**config.mk**
```make
export PLATFORM = sky130hd
export DESIGN_NAME = q_proj_byte_mac
export DESIGN_NICKNAME = d
export VERILOG_FILES = /design/src/rtl/q_proj_byte_mac.sv
export SDC_FILE = /design/constraint.sdc
export NUM_CORES = 1
export LEC_CHECK = 0
export BUFFER_PORTS_ARGS = -buffer_cell sky130_fd_sc_hd__clkbuf_2
export CAP_MARGIN = 20
export CORE_MARGIN = 2
export CORE_UTILIZATION = 60
export DETAILED_ROUTE_END_ITERATION = 8
export MAX_ROUTING_LAYER = met4
export PLACE_DENSITY = 0.85
export SYNTH_ARGS = -nofsm -noshare
export SYNTH_HDL_FRONTEND = slang
export SYNTH_SLANG_ARGS = --single-unit
```
**constraint.sdc**
```tcl
create_clock -name clk -period 7.94 [get_ports clk]
set_input_delay 0.794 -clock clk [delete_from_list [all_inputs] [get_ports clk]]
set_output_delay 0.794 -clock clk [all_outputs]
set_load 0.1 [all_outputs]
```
**src/rtl/q_proj_byte_mac.sv**
```systemverilog
`default_nettype none
// ============================================================================
//  Module   : q_proj_byte_mac
//  Brief    : Pops 7-byte groups (4 data + 3 pad) from the Q-projection input
//             byte FIFO, multiplies the data bytes by 4 stationary signed
//             weights, accumulates them, and presents one dot-product result
//             per group on a valid/ready interface.
//  Revision : 1.0 - initial release
// ============================================================================
module q_proj_byte_mac #(
    parameter int DATA_WIDTH = 8,
    parameter int VEC_LEN    = 4,
    parameter int PAD_LEN    = 3,
    parameter int ACC_WIDTH  = 20
) (
    input  logic                          clk,
    input  logic                          rst,
    input  logic                          fifo_empty,
    output logic                          fifo_rd_en,
    input  logic [DATA_WIDTH-1:0]         fifo_rd_data,
    input  logic                          w_load,
    input  logic [DATA_WIDTH*VEC_LEN-1:0] w_data,
    output logic                          acc_valid,
    input  logic                          acc_ready,
    output logic [ACC_WIDTH-1:0]          acc_data,
    output logic                          busy
);

    localparam int c_group_len = VEC_LEN + PAD_LEN;
    localparam int c_cnt_w     = $clog2(c_group_len + 1);
    localparam int c_idx_w     = (VEC_LEN > 1) ? $clog2(VEC_LEN) : 1;
    localparam int c_prod_w    = 2 * DATA_WIDTH;

    localparam logic [c_cnt_w-1:0] c_group_cnt = c_cnt_w'(c_group_len);
    localparam logic [c_cnt_w-1:0] c_last_cnt  = c_cnt_w'(c_group_len - 1);
    localparam logic [c_cnt_w-1:0] c_vec_cnt   = c_cnt_w'(VEC_LEN);

    typedef enum logic [1:0] {
        S_FILL  = 2'd0,   // issuing pops
        S_DRAIN = 2'd1,   // all pops issued, waiting for in-flight bytes
        S_HOLD  = 2'd2    // result presented, waiting for acceptance
    } state_t;

    state_t                       state_q,     state_d;
    logic [c_cnt_w-1:0]           pop_cnt_q,   pop_cnt_d;
    logic [c_cnt_w-1:0]           rx_cnt_q,    rx_cnt_d;
    logic                         rd_vld_q;
    logic [ACC_WIDTH-1:0]         acc_q,       acc_d;
    logic [ACC_WIDTH-1:0]         acc_data_q,  acc_data_d;
    logic                         acc_valid_q, acc_valid_d;
    logic [DATA_WIDTH*VEC_LEN-1:0] w_q,        w_d;

    logic signed [DATA_WIDTH-1:0] w_arr [VEC_LEN];
    logic [c_idx_w-1:0]           w_idx;
    logic signed [c_prod_w-1:0]   prod;
    logic signed [ACC_WIDTH-1:0]  prod_ext;
    logic [ACC_WIDTH-1:0]         acc_sum;
    logic                         w_accept;

    // Weight 0 lives in the most significant byte of the packed vector.
    generate
        for (genvar gi = 0; gi < VEC_LEN; gi++) begin : g_w_unpack
            assign w_arr[gi] = w_q[DATA_WIDTH*(VEC_LEN-gi)-1 -: DATA_WIDTH];
        end
    endgenerate

    // Pop only while filling and the group still has bytes outstanding;
    // reset blocks the pop combinationally so the FIFO never loses a byte
    // to a request issued in the reset cycle.
    assign fifo_rd_en = !rst && (state_q == S_FILL) && !fifo_empty
                        && (pop_cnt_q < c_group_cnt);

    assign busy = (pop_cnt_q != '0) || rd_vld_q || (state_q != S_FILL);

    // The first pop of a group is excluded as well: busy is still low in that
    // cycle, but the byte it fetches will already be multiplied by w[0].
    assign w_accept = w_load && !busy && !fifo_rd_en;

    assign w_idx    = rx_cnt_q[c_idx_w-1:0];
    assign prod     = $signed(fifo_rd_data) * w_arr[w_idx];
    assign prod_ext = ACC_WIDTH'(prod);
    assign acc_sum  = (rx_cnt_q < c_vec_cnt) ? (acc_q + prod_ext) : acc_q;

    assign acc_valid = acc_valid_q;
    assign acc_data  = acc_data_q;

    // Next-state logic: pop counting, byte consumption, result hand-off.
    always_comb begin
        state_d     = state_q;
        pop_cnt_d   = pop_cnt_q;
        rx_cnt_d    = rx_cnt_q;
        acc_d       = acc_q;
        acc_data_d  = acc_data_q;
        acc_valid_d = acc_valid_q;
        w_d         = w_q;

        if (w_accept) begin
            w_d = w_data;
        end

        if (fifo_rd_en) begin
            pop_cnt_d = pop_cnt_q + 1'b1;
            if (pop_cnt_q == c_last_cnt) begin
                state_d = S_DRAIN;
            end
        end

        if (rd_vld_q) begin
            if (rx_cnt_q == c_last_cnt) begin
                acc_data_d  = acc_sum;
                acc_valid_d = 1'b1;
                acc_d       = '0;
                pop_cnt_d   = '0;
                rx_cnt_d    = '0;
                state_d     = S_HOLD;
            end else begin
                acc_d    = acc_sum;
                rx_cnt_d = rx_cnt_q + 1'b1;
            end
        end

        if ((state_q == S_HOLD) && acc_valid_q && acc_ready) begin
            acc_valid_d = 1'b0;
            state_d     = S_FILL;
        end
    end

    // State and datapath registers with synchronous reset.
    always_ff @(posedge clk) begin
        if (rst) begin
            state_q     <= S_FILL;
            pop_cnt_q   <= '0;
            rx_cnt_q    <= '0;
            rd_vld_q    <= 1'b0;
            acc_q       <= '0;
            acc_data_q  <= '0;
            acc_valid_q <= 1'b0;
            w_q         <= '0;
        end else begin
            state_q     <= state_d;
            pop_cnt_q   <= pop_cnt_d;
            rx_cnt_q    <= rx_cnt_d;
            rd_vld_q    <= fifo_rd_en;
            acc_q       <= acc_d;
            acc_data_q  <= acc_data_d;
            acc_valid_q <= acc_valid_d;
            w_q         <= w_d;
        end
    end

endmodule
`default_nettype wire

```
==> results.txt <==
Clock transition at path regs = 90 ps
Crit path top cell by count = inv_1
Cells after synthesis = 777
# diodes = 0
Antenna Nets Post-Route = 0
First-pass GRT wire length = 23.5 mm
Max Fclk = 136 MHz
Post-CTS setup buffer count = 0
Utilization after layout = 0.681
Largest net degree at the start of global routing = 81
Top cell type's share of synthesized area = 0.255
Area grow syn2layout = 9.52%
Final Hold Viols = 0
Die width = 108 µm
Initial antenna violation count = 0
Post-synth top area cell = dfxtp_1
Final wirelength = 14.2 mm
CP peak stage delay = 750 ps
PwrDens = 168 nW/µm²
Post_cts resized = 0
Nets = 982
FFs w/ async S/R, synth = 0
DIE AREA = 11600 µm²
Vias/cell = 5.57
Hold slack final = 458 ps
Synthesis Warnings = 0
CP Max Fanout = 15
Crit path capture type = register
Fin Setup TNS = 0 ps
Total gr overflow = 0
Vias in the first global route = 5246
DRT Pass-1 Iters = 5
Worst VDD drop = 0.130 mV
GR Util All Layers = 0.264
Setup Skew = 12.2 ps
WL/cell = 14.6 µm
Final slew viol count = 0
Leak Pwr = 3.21 nW
Register area share after synthesis = 0.255
Drt drc = 0
Via count = 5412
Status = finished, final reports clean
Slew headroom = 0.282
Crit path arrival time = 7680 ps
TritonCTS clock tree = done
Starting DRT DRC Count = 235
Slowest CP cell = dfxtp_1
Worst-path cell chain = mux4_2 > nand2_1 > inv_1 > fa_1 > inv_1 > fa_1 > inv_1 > fa_1 > inv_1 > fa_1 > inv_1 > ha_1 > a21oi_1 > nor2b_1 > a41oi_1 > a21oi_1 > xnor2_1 > ha_1 > o21ai_0 > o21bai_1 > o41ai_1 > xor2_1 > or3_1 > a31oi_1
Root Buffer = clkbuf_8
Main synth FF type = dfxtp_1
Yosys reg bits = 82
CTS Sinks = 82
Ranking of synthesized cells by area = dfxtp_1 25%, fa_1 17%, ha_1 9.9%
Actual slew at the worst max-slew pin = 1080 ps
Cell variety after synth = 45
Core ar. = 10400 µm²
Starting Density = 0.622
Synthesized area per cell = 8.30 µm²
Post-Synthesis Net Count = 929
H-Tree Depth = 3
CTS buffer count = 9
Post-synth EDFFs = 0
Total power = 1.19 mW
CP required = 8240 ps
Crit Path Category = reg2reg
GPL Wtd Cong = 0.908
Startpoint types = register
Endpoints failing setup = 0
Unrepaired setup endpoints after global routing = false
Detailed Place HPWL = 11.2 mm
Post-layout min period = 7370 ps
Die Y = 108 µm
Syn Std Cell Area = 6450 µm²
Max cap viols = 0
Insertion delay to the later sink of the worst-skew pair = 380 ps
Hold Path Class = reg2reg
Max clock buf depth = 2
Port bufs = 67
I/O pin cnt = 68
Post-route clock period utilization = 0.929
Share of layout cells above drive strength 1 = 0.119
Site Rows = 37
Hold buffers post-CTS = 0
[layout make-up]
class / instances / area [µm²]
inverter: 103 / 387
sequential: 82 / 1640
multi-input combinational: 564 / 4320
clock inverter: 6 / 48.8
clock buffer: 10 / 138
fill: 879 / 3310
timing repair buffer: 70 / 358
tap: 136 / 170
[synthesized netlist by cell type, types with 4 or more instances]
cell      count
nand2_1     134
inv_1       103
dfxtp_1      82
a21oi_1      78
fa_1         56
ha_1         51
nor2_1       48
and2_1       45
clkbuf_1     28
xnor2_1      24
o21ai_0      17
a22oi_1       9
nor3_1        8
mux4_2        7
nand3_1       7
a211oi_1      6
a21o_1        6
nor2b_1       6
o21bai_1      6
xor2_1        6
nand2b_1      5
a31oi_1       4
o21a_1        4
[power breakdown]
| part | switching (mW) | internal (mW) | leakage, nW |
|---|---|---|---|
| Sequential | 0.0206 | 0.433 | 0.665 |
| Combinational | 0.259 | 0.183 | 2.45 |
| Clock | 0.165 | 0.126 | 0.0912 |
| Total | 0.445 | 0.742 | 3.21 |
[registers in the layout, indices dropped and copies added (netlist names)]
name / cells
pop_cnt_q: 3
w_arr: 32
acc_q: 20
acc_data: 20
state_q: 2
acc_valid: 1
rx_cnt_q: 3
rd_vld_q: 1
[metal layers]
| metal | track usage | share of wire | vias up |
|---|---|---|---|
| met2 | 0.438 | 0.50 | 188 |
| met5 | - | 0 | - |
| met4 | 0.112 | 0.033 | 0 |
| met1 | 0.317 | 0.42 | 2561 |
| met3 | 0.0496 | 0.048 | 40 |
| li1 | - | - | 2623 |
[worst paths after layout]
kind	endpoint	from	cells after the start	slack (ps)
max	acc_q[19]$_SDFFE_PP0P_	rx_cnt_q[0]$_SDFFE_PP0P_	24	570
min	acc_data[5]$_SDFFE_PP0P_	acc_data[5]$_SDFFE_PP0P_	2	460
max reg2reg	acc_q[19]$_SDFFE_PP0P_	rx_cnt_q[0]$_SDFFE_PP0P_	24	570
min reg2reg	acc_data[5]$_SDFFE_PP0P_	acc_data[5]$_SDFFE_PP0P_	2	460
[stage by stage]
step / setup slack, ps / cells / cell area, µm²
2_1_floorplan: 1060 / 777 / 6450
3_3_place_gp: 866 / 955 / 6880
3_5_place_dp: 592 / 955 / 6880
4_1_cts: 578 / 971 / 7060
5_1_grt: 56.3 / 971 / 7060
6_report: 567 / 971 / 7060
[logic make-up after synthesis]
group / Yosys count / synth area share
AND/OR/NAND/NOR: 265 / 0.185
adder cells (fa/ha/maj): 107 / 0.273
buffers and inverters: 131 / 0.0762
XOR/XNOR: 30 / 0.0407
multiplexers: 11 / 0.0308
flip-flops: 82 / 0.255
AO/OA/AOI/OAI: 151 / 0.140
[cells in the final DEF (no fill, tap or decap), types with 7 or more instances in the layout]
cell type  synthesis  layout
a21oi_1           78      78
a22oi_1            9       9
and2_1            45      45
clkbuf_2           0      67
clkbuf_8           0      10
dfxtp_1           82      82
fa_1              56      56
ha_1              51      51
inv_1            103     103
mux4_2             7       7
nand2_1          134     134
nand3_1            7       7
nor2_1            48      48
nor3_1             8       8
o21ai_0           17      17
xnor2_1           24      24
[critical path, delay by kind of cell (launching register included)]
kind	cells	cell delay (ps)
compound gates	7	1280
flops	1	750
buf+inv	5	420
xor+xnor	2	600
mux	1	700
simple gates	3	550
fa+ha+maj	6	2980
Note: power is estimated with default switching activity, not from simulation.
